===== src/rtl/trng_word_scheduler.sv =====
// -----------------------------------------------------------------------------
// trng_word_scheduler
//
// Sits between the Von Neumann debiasing stage and the TRNG consumers.
// Gates the ring-oscillator entropy source and drops a warm-up run of
// debiased bits after every start. Packs the following valid bits MSB-first
// into WORD_W-bit words and hands each completed word to one requester under
// round-robin arbitration. Two online health tests run alongside:
//   - repetition run: RUN_LIMIT consecutive identical valid bits
//   - stall timeout : TIMEOUT consecutive cycles without bit_valid
// Either failure latches a fault and stops the source until err_clr.
//
// Ports
//   clk        in   system clock
//   rstn       in   asynchronous active-low reset
//   enable     in   run request from system control
//   err_clr    in   single-cycle pulse, clears the latched fault
//   bit_in     in   debiased bit
//   bit_valid  in   bit_in qualifier
//   req        in   [NREQ]   per-requester word request (level)
//   src_en     out  entropy source enable
//   gnt        out  [NREQ]   one-hot, one-cycle grant; data valid with it
//   data       out  [WORD_W] delivered word, held until the next grant
//   word_rdy   out  a complete word is waiting for a requester
//   error      out  latched health-test fault
// -----------------------------------------------------------------------------
module trng_word_scheduler #(
  parameter int NREQ      = 2,
  parameter int WORD_W    = 32,
  parameter int DISCARD   = 64,
  parameter int TIMEOUT   = 1024,
  parameter int RUN_LIMIT = 32
) (
  input  logic              clk,
  input  logic              rstn,
  input  logic              enable,
  input  logic              err_clr,
  input  logic              bit_in,
  input  logic              bit_valid,
  input  logic [NREQ-1:0]   req,
  output logic              src_en,
  output logic [NREQ-1:0]   gnt,
  output logic [WORD_W-1:0] data,
  output logic              word_rdy,
  output logic              error
);

  // One bit counter serves both warm-up and word collection, so it is sized
  // for the larger of the two limits.
  localparam int BIT_MAX = (DISCARD > WORD_W) ? DISCARD : WORD_W;
  localparam int BCNT_W  = $clog2(BIT_MAX + 1);
  localparam int ICNT_W  = $clog2(TIMEOUT + 1);
  localparam int RCNT_W  = $clog2(RUN_LIMIT + 1);
  localparam int PTR_W   = $clog2(NREQ);

  typedef enum logic [2:0] {
    IDLE    = 3'd0,
    WARMUP  = 3'd1,
    COLLECT = 3'd2,
    READY   = 3'd3,
    FAULT   = 3'd4
  } state_t;

  state_t              state_reg, state_next;
  logic [BCNT_W-1:0]   bit_cnt_reg, bit_cnt_next;
  logic [ICNT_W-1:0]   idle_cnt_reg, idle_cnt_next;
  logic [RCNT_W-1:0]   run_cnt_reg, run_cnt_next;
  logic                last_bit_reg, last_bit_next;
  logic [WORD_W-1:0]   word_reg, word_next;
  logic [PTR_W-1:0]    ptr_reg, ptr_next;

  logic                src_en_reg, src_en_next;
  logic [NREQ-1:0]     gnt_reg, gnt_next;
  logic [WORD_W-1:0]   data_reg, data_next;
  logic                word_rdy_reg, word_rdy_next;
  logic                error_reg, error_next;

  // ---------------------------------------------------------------------------
  // Round-robin arbiter: first set req bit searching upward from ptr+1, wrapping.
  // ---------------------------------------------------------------------------
  logic                grant_any;
  logic [PTR_W-1:0]    grant_idx;
  logic [PTR_W-1:0]    cand_idx;
  logic [NREQ-1:0]     grant_onehot;

  always_comb begin
    grant_any = 1'b0;
    grant_idx = ptr_reg;
    cand_idx  = ptr_reg;
    for (int k = 1; k <= NREQ; k++) begin
      cand_idx = PTR_W'((int'(ptr_reg) + k) % NREQ);
      if (!grant_any && req[cand_idx]) begin
        grant_any = 1'b1;
        grant_idx = cand_idx;
      end
    end
  end

  genvar gi;
  generate
    for (gi = 0; gi < NREQ; gi++) begin : g_onehot
      assign grant_onehot[gi] = grant_any && (grant_idx == PTR_W'(gi));
    end
  endgenerate

  // ---------------------------------------------------------------------------
  // Health tests. The run test watches every valid bit while the source runs,
  // including bits dropped in READY; the stall test only while bits are wanted.
  // ---------------------------------------------------------------------------
  logic run_active, tmo_active, run_same, run_fail, tmo_fail, fault_hit;

  assign run_active = (state_reg == WARMUP) || (state_reg == COLLECT) || (state_reg == READY);
  assign tmo_active = (state_reg == WARMUP) || (state_reg == COLLECT);
  // A zero run count means no reference bit yet, so the first bit starts a run.
  assign run_same   = (run_cnt_reg != '0) && (bit_in == last_bit_reg);
  assign run_fail   = run_active && bit_valid && run_same &&
                      (run_cnt_reg == RCNT_W'(RUN_LIMIT - 1));
  assign tmo_fail   = tmo_active && !bit_valid &&
                      (idle_cnt_reg == ICNT_W'(TIMEOUT - 1));
  assign fault_hit  = run_fail || tmo_fail;

  // ---------------------------------------------------------------------------
  // Next-state and registered-output logic
  // ---------------------------------------------------------------------------
  always_comb begin
    state_next    = state_reg;
    bit_cnt_next  = bit_cnt_reg;
    word_next     = word_reg;
    ptr_next      = ptr_reg;
    gnt_next      = '0;
    data_next     = data_reg;

    idle_cnt_next = '0;
    if (tmo_active && !bit_valid) begin
      idle_cnt_next = idle_cnt_reg + 1'b1;
    end

    run_cnt_next  = run_cnt_reg;
    last_bit_next = last_bit_reg;
    if (run_active && bit_valid) begin
      run_cnt_next  = run_same ? run_cnt_reg + 1'b1 : RCNT_W'(1);
      last_bit_next = bit_in;
    end

    // Priority in the running states: fault, then enable=0, then bit/grant.
    case (state_reg)
      IDLE: begin
        if (enable) begin
          state_next   = WARMUP;
          bit_cnt_next = '0;
        end
      end

      WARMUP: begin
        if (fault_hit) begin
          state_next = FAULT;
        end else if (!enable) begin
          state_next = IDLE;
        end else if (bit_valid) begin
          if (bit_cnt_reg == BCNT_W'(DISCARD - 1)) begin
            state_next   = COLLECT;
            bit_cnt_next = '0;
          end else begin
            bit_cnt_next = bit_cnt_reg + 1'b1;
          end
        end
      end

      COLLECT: begin
        if (fault_hit) begin
          state_next = FAULT;
        end else if (!enable) begin
          state_next = IDLE;
        end else if (bit_valid) begin
          word_next = {word_reg[WORD_W-2:0], bit_in};
          if (bit_cnt_reg == BCNT_W'(WORD_W - 1)) begin
            state_next   = READY;
            bit_cnt_next = '0;
          end else begin
            bit_cnt_next = bit_cnt_reg + 1'b1;
          end
        end
      end

      READY: begin
        if (fault_hit) begin
          state_next = FAULT;
        end else if (!enable) begin
          state_next = IDLE;
        end else if (grant_any) begin
          gnt_next     = grant_onehot;
          data_next    = word_reg;
          ptr_next     = grant_idx;
          state_next   = COLLECT;
          bit_cnt_next = '0;
        end
      end

      FAULT: begin
        if (err_clr) begin
          state_next = IDLE;
        end
      end

      default: begin
        state_next = IDLE;
      end
    endcase

    // Leaving the running states discards all progress.
    if ((state_next == IDLE) || (state_next == FAULT)) begin
      bit_cnt_next  = '0;
      idle_cnt_next = '0;
      run_cnt_next  = '0;
    end

    src_en_next   = (state_next == WARMUP) || (state_next == COLLECT) || (state_next == READY);
    word_rdy_next = (state_next == READY);
    error_next    = (state_next == FAULT);
  end

  always_ff @(posedge clk or negedge rstn) begin
    if (!rstn) begin
      state_reg    <= IDLE;
      bit_cnt_reg  <= '0;
      idle_cnt_reg <= '0;
      run_cnt_reg  <= '0;
      last_bit_reg <= 1'b0;
      word_reg     <= '0;
      ptr_reg      <= PTR_W'(NREQ - 1);
      src_en_reg   <= 1'b0;
      gnt_reg      <= '0;
      data_reg     <= '0;
      word_rdy_reg <= 1'b0;
      error_reg    <= 1'b0;
    end else begin
      state_reg    <= state_next;
      bit_cnt_reg  <= bit_cnt_next;
      idle_cnt_reg <= idle_cnt_next;
      run_cnt_reg  <= run_cnt_next;
      last_bit_reg <= last_bit_next;
      word_reg     <= word_next;
      ptr_reg      <= ptr_next;
      src_en_reg   <= src_en_next;
      gnt_reg      <= gnt_next;
      data_reg     <= data_next;
      word_rdy_reg <= word_rdy_next;
      error_reg    <= error_next;
    end
  end

  assign src_en   = src_en_reg;
  assign gnt      = gnt_reg;
  assign data     = data_reg;
  assign word_rdy = word_rdy_reg;
  assign error    = error_reg;

endmodule


===== config.mk =====
export PLATFORM = sky130hd
export DESIGN_NAME = trng_word_scheduler
export DESIGN_NICKNAME = d
export VERILOG_FILES = /design/src/rtl/trng_word_scheduler.sv
export SDC_FILE = /design/constraint.sdc
export NUM_CORES = 1
export LEC_CHECK = 0
export ABC_AREA = 1
export CAP_MARGIN = 15
export CORE_ASPECT_RATIO = 1.75
export CORE_MARGIN = 5
export CORE_UTILIZATION = 55
export DETAILED_ROUTE_END_ITERATION = 6
export GPL_ROUTABILITY_DRIVEN = 1
export PLACE_DENSITY = 0.76
export SYNTH_ARGS = -nofsm -noshare
export SYNTH_HDL_FRONTEND = slang
export SYNTH_SLANG_ARGS = --single-unit

===== constraint.sdc =====
create_clock -name clk -period 1.9 [get_ports clk]
set_input_delay 0.38 -clock clk [delete_from_list [all_inputs] [get_ports clk]]
set_output_delay 0.38 -clock clk [all_outputs]
set_load 0.01 [all_outputs]

==> results.ini <==
[yosys]
syn_inst = 517
yosys_register_bits = 98
synth_nets = 529
synth_edf_count = 0
ys_warn_count = 0
synth_top_cell_area_share = 0.548
synthAdderAreaFrac = 0.0113
ys.flop_type = dfrtp_1
synth_area_um2 = 4430
synth_cell_types = 32
synth_compound_area_frac = 0.113
synthArstFlopShare = 1.00
ys_seq_area_frac = 0.554
syn_avg_cell_area_um2 = 8.56
synth.most_common_cell = nand2_1
synth_xor_area_frac = 0.0119
synthTopCellsByArea = dfrtp_1 55%, nand2_1 13%, o21ai_0 7.6%, inv_1 6.6%, nor2_1 2.4%
yosysTopAreaCell = dfrtp_1
synthTopCellsByCount = 152 x nand2_1, 97 x dfrtp_1, 78 x inv_1
synth_top_family_by_area = simple AND/OR/NAND/NOR gates
synth.area.mux_share = 0
yosys.area_share.simple = 0.211

[critical_path]
max_stage_delay_ns = 0.42
r2r-end = word_reg[12]$_DFFE_PN0P_
crit_type = reg2reg
cp_top_family = simple AND/OR/NAND/NOR gates
r2r_start = idle_cnt_reg[0]$_DFF_PN0_
crit_slowest_cell = dfrtp_1
arrival_ns = 2.19
required_ns = 2.14
endpoint = word_reg[12]$_DFFE_PN0P_
rrSetupSlack_ns = -0.05
critPathLaunchType = flop
critical_path_buf_inv_count = 2
worst-path-stages = 12
path_cells = ha_4 > nand2_4 > nor2_4 > nand2_2 > nor2_4 > nand2_2 > nand2_2 > nor2_4 > buf_12 > nand2_4 > buf_8 > o21ai_0
critPathCaptureType = flop
setup.worst_path.start = idle_cnt_reg[0]$_DFF_PN0_
crit_fanout = 16
r2r_cells = 12

[clock_tree]
clk-insertion-delay-late_ns = 0.34
cts_root_buf = clkbuf_16
h-tree-depth = 3
ctsLongestPathBuffers = 2
tritoncts = built
clock-sinks = 98
path_clk_slew_ns = 0.07
cts_hold_buf = 0
numCtsBuffers = 9

[placement]
place_area_um2 = 5130
dpl.hpwl_mm = 6.29
gp_congestion = 0.815
numPortBuffers = 44
post-place-ws_ns = -0.225

[power_and_ir_drop]
p_seq_frac = 0.490
power_frac_comb = 0.110
pwr-share-clk = 0.400
ir_drop_uv = 479
power_w = 0.00458
swShare = 0.251
p_leak_nw = 2.98
internal-power_w = 0.00343
switchingPower_w = 0.00115
powerDensity_nw_per_um2 = 780

[grt]
antenna_found_initial = 0
grt_usage = 0.195
grt_overflow = 0
grt_pass1_wl_mm = 15.8
grt_pass1_vias = 3602
grt_max_degree = 65

[final_layout]
multi_input_area_um2 = 1770
nets = 612
seqCellArea_um2 = 2450
fillers = 558
drive_gt1_frac = 0.218
final_area_um2 = 5870
num_antenna_cells = 0
area_growth_pct = 32.6

[drt]
wl_met3_um = 493
drt_iter0_markers = 301
drc_errors = 0
dr.pass1.iters = 5
wl_per_cell_um = 16.1
wl_met2_mm = 6.31
viasPerCell = 5.34
ant_nets = 0
via_count = 3713
drt_wl_total_mm = 11.2
wl_met1_mm = 4.05
routed.top_layer = met4

[timing]
setup_slack_ns = -0.0506
finalCritPeriodShare = 1.03
fmax_ghz = 0.513
period_minus_slack_ns = 1.95
fin_setup_tns_ns = -0.380
fin_worst_skew_ns = 0.00900
slew_violations = 0
setup_violations = 17
grt_setup_unrepaired = yes
fin_hold_ws_ns = 0.0185
slew_headroom = 0.574
worst_pin_slew_ns = 0.637
hold_viol = 0

[floorplanning]
fp.dieH_um = 129
ios = 45
rows = 43
die_area_um2 = 10000
dieWidth_um = 77.8
start_util = 0.560
core_um2 = 7910

[run_status]
status = finished, violations left
violations = setup timing

[min_path]
hp-class = in2async

[run]
maxCapViolCount = 0

cells in the final DEF (no fill, tap or decap), types with 2 or more instances in the layout:
cell type	n
nand3_1	10
nor2_2	2
nand3_4	7
o21ai_1	26
o21ai_0	39
buf_12	5
a21oi_1	5
dfrtp_1	96
o21ai_2	16
o22ai_1	3
inv_1	73
nor2_1	27
nand3b_1	2
clkinv_2	2
nand2_2	18
clkdlybuf4s50_1	43
nor2_4	5
buf_6	2
nand2_4	6
ha_4	3
clkbuf_16	14
xor2_1	6
nand4_1	2
inv_2	13
nand2_1	133
clkinv_4	2
buf_4	29
nor3_1	2
worst min-delay path by stage:
stage / cells past startpoint / startpoint / end / slack (ns)
after floorplan: 0 / rstn / bit_cnt_reg[0]$_DFFE_PN0P_ / 0.08
after global placement: 1 / rstn / data[4]$_DFFE_PN0P_ / 0.38
after detailed placement: 1 / rstn / data[3]$_DFFE_PN0P_ / 0.39
after CTS: 1 / rstn / word_reg[0]$_DFFE_PN0P_ / 0.03
after global routing: 1 / rstn / data[2]$_DFFE_PN0P_ / 0.06
final: 1 / rstn / data[3]$_DFFE_PN0P_ / 0.02
stage by stage:
stage / utilization / instances
3_5_place_dp: 0.648 / 663
6_report: 0.742 / 695
4_1_cts: 0.688 / 680
2_1_floorplan: - / 517
5_1_grt: 0.742 / 695
3_3_place_gp: 0.648 / 663
power by group through the flow:
stage,Sequential (W),Combinational [W],Clock [W]
2_1_floorplan,0.00229,0.000191,0
3_3_place_gp,0.00227,0.000429,0
3_5_place_dp,0.00227,0.000441,0
4_1_cts,0.00223,0.000453,0.00182
5_1_grt,0.00225,0.000564,0.00194
6_report,0.00224,0.000505,0.00183
cell type report:
type	instances	share of cell area
clock inverter	6	0.0113
multi-input combinational	320	0.302
sequential	98	0.418
tap	90	0.0192
clock buffer	10	0.0390
inverter	86	0.0550
timing repair buffer	85	0.155
metal layers:
layer / up-vias / global-route usage
met5: - / 0
met4: 0 / 0.0840
met3: 29 / 0.0364
met2: 128 / 0.365
met1: 1779 / 0.208
li1: 1777 / -
timing repair:
| item | CTS | global route |
|---|---|---|
| resized for setup | 1 | 82 |
| cloned | 1 | 10 |
| setup buffers | 0 | 5 |
| setup endpoints to repair | 22 | 91 |
| pin swaps | 1 | 13 |
kinds of logic after synthesis:
kind of cell,count (synthesis)
fa+ha+maj,4
xor+xnor,6
compound gates,91
flops,98
simple gates,216
buf+inv,102
Power figures use the tool's default switching activity.
==> patch: new RTL, config.mk and constraints unchanged <==
Reset style: synchronous (`rstn`), changed in one clocked block. Comments in the files are not updated.
--- a/src/rtl/trng_word_scheduler.sv
+++ b/src/rtl/trng_word_scheduler.sv
@@ -221,3 +221,3 @@
 
-  always_ff @(posedge clk or negedge rstn) begin
+  always_ff @(posedge clk) begin
     if (!rstn) begin
Check against the original RTL: differs if rstn is asserted again (counterexample within 4 cycles, from zero or initial values and one cycle with rstn low); with rstn held inactive, the same outputs for 10 cycles.
==> patch against the unedited design <==
  * The flow finishes with violations (design-rule violations)
  * Routed wire length down 8.8%
  * Worst setup slack improved by 0.14 ns
  * Synthesized cell count up 8.1%
  * Global-route usage grew 3.0 points
  * Synthesized area is 6.2% lower
  * Final area shrank 6.8%
  * Worst hold slack improved by 0.41 ns
  * Count of clock-buffer cells in the layout shrank 1
  * Sequential cell count is the same
  * First-iteration DRC count down 25%
  * Highest routed layer unchanged
Power is not compared: it rests on default switching activity, and its combinational part moved more than twofold at a synthesized area within 25%.
==> patch: results (changes against the unedited design) <==
metric,value,unit,change
Synth Area in Compound Gates,11.02,%,-0.31 points
Iteration-0 DRC Markers,227,,-25%
Finished Layout Cells,725,,+4.3%
gr usage total,22.46,%,+3.0 points
largest net degree at the start of global routing,33,,-49%
Fin Hold WS,0.4243,ns,+0.4057 ns
final instance area,0.005469,mm2,-6.8%
Mapped Cells,559,,+8.1%
Inst Count DP,703,,+6.0%
post-detailed-route wirelength per cell,14.10,um,-13%
first-pass GRT wire length,16.88,mm,+7.1%
YS warnings,0,,unchanged
critical path peak fanout,11,,-5
mux cell area share after synthesis,0,%,unchanged
sequential element share of the synthesized area,47.23,%,-8.2 points
Adder-Cell Fraction of Synth Area,1.205,%,+0.074 points
Rel. slew slack,72.31,%,+15 points
"Cell Area, Placed",0.004952,mm2,-3.4%
R2R Setup Slk,0.09,ns,+0.14 ns
commonest cells in the netlist,"nand2_1 (119), dfxtp_1 (98), nand3_1 (92)",,
worst min-delay path class,in -> reg,,
syn_nets,571,,+7.9%
Clock Tree Buf Depth,2,,unchanged
final net count,644,,+5.2%
Fillers,582,,+4.3%
asr flop ratio synth,0,%,-100 points
fraction of layout cells with a size suffix above 1,15.07,%,-6.7 points
Slowest cell on crit path,clkdlybuf4s50_1,,
DRC errors left,1,,+1
CP arrival,2.08,ns,-0.11 ns
GPL Wtd Cong,0.8823,,+8.3%
Port-buffer cells,44,,unchanged
failing checks,design-rule violations,,
Synth Area in XOR/XNOR,2.108,%,+0.92 points
CP peak stage delay,0.45,ns,+0.03 ns
Leak,2.035,nW,
DP Wirelength,6.948,mm,+10%
vias in the first global route,3806,,+5.7%
n_diodes,0,,unchanged
synth top area cells,"dfxtp_1 (47%), nand3_1 (11%), nand2_1 (11%)",,
cell family with most CP delay,buffers and inverters,,
worst clock skew,0.008115,ns,-0.0008812 ns
status,"complete, but fails checks",,
drt first pass iters,7,,+2
routed vias,3935,,+6.0%
Post-synth top flop,dfxtp_1,,
root buf cell,clkbuf_16,,
Unique masters post-synth,28,,-13%
patch: cell count changes after synthesis, moves of 24 or more:
cell / before / now
a21oi_1: 5 / 69
dfrtp_1: 97 / 0
dfxtp_1: 0 / 98
inv_1: 78 / 45
nand2_1: 152 / 119
nand3_1: 11 / 92
nor2_1: 28 / 52
o21ai_0: 67 / 15
patch: final cells by class:
| class | count | area (um2) | area share [%] |
|---|---|---|---|
| flip-flops and latches | 98 | 1967 | 35.96 |
| multi-input cells | 384 | 1917 | 35.05 |
| repair buffers | 90 | 949.7 | 17.36 |
| clock buffers | 9 | 225.2 | 4.118 |
| inverters | 49 | 183.9 | 3.363 |
| clock inverters | 7 | 116.4 | 2.128 |
| well taps | 88 | 110.1 | 2.013 |
patch: cells by family after synthesis:
family	after synthesis
buffers and inverters	77
XOR/XNOR	10
AO/OA/AOI/OAI	89
AND/OR/NAND/NOR	281
adder cells (fa/ha/maj)	4
flip-flops	98
patch: what timing repair did:
| action | CTS | global route |
|---|---|---|
| endpoints found under the setup margin | 1 | 89 |
| cloned | 0 | 2 |
| pin swaps | 0 | 7 |
| endpoints found under the hold margin | 0 | 0 |
| resized for setup | 1 | 26 |
| setup buffers | 0 | 4 |
patch: worst paths after layout:
kind | startpoint | end | cells past startpoint
worst min register to register | data[6] | data[6] | 2
worst min-delay path | bit_in | word_reg[0] | 3
worst max register to register | state_reg[2] | data[26] | 13
worst max-delay path | req[1] | data[26] | 10
patch: metrics by stage:
stage | setup WS, ns | TNS, ns | power (mW)
5_1_grt | -0.07750 | -0.9154 | 4.475
3_5_place_dp | -0.2750 | -20.46 | 2.318
6_report | 0.08679 | 0 | 4.333
4_1_cts | 0.008533 | 0 | 4.346
3_3_place_gp | -0.2300 | -17.28 | 2.314
2_1_floorplan | 0.1833 | 0 | 2.233
patch: power groups by stage:
| stage | sequential, mW | combinational [mW] | clock, mW |
|---|---|---|---|
| 6_report | 2.07 | 0.217 | 2.04 |
| 5_1_grt | 2.07 | 0.240 | 2.16 |
| 4_1_cts | 2.07 | 0.202 | 2.07 |
| 3_5_place_dp | 2.12 | 0.200 | 0 |
| 3_3_place_gp | 2.12 | 0.197 | 0 |
| 2_1_floorplan | 2.12 | 0.117 | 0 |
patch: worst reg2reg max path: cells and delay by family, from the launching register on:
kind,cells,cell delay (ns)
AOI/OAI and AO/OA,1,0.15
buffers and inverters,4,0.47
DFF,1,0.35
and+or+nand+nor,8,0.76
patch: layer usage:
layer	global-route usage, %	up-vias	share of wire (%)
met5	0	-	0
met4	10.50	0	2.9
met3	3.695	26	3.9
met2	39.43	97	55
met1	25.27	1845	38
li1	-	1967	-
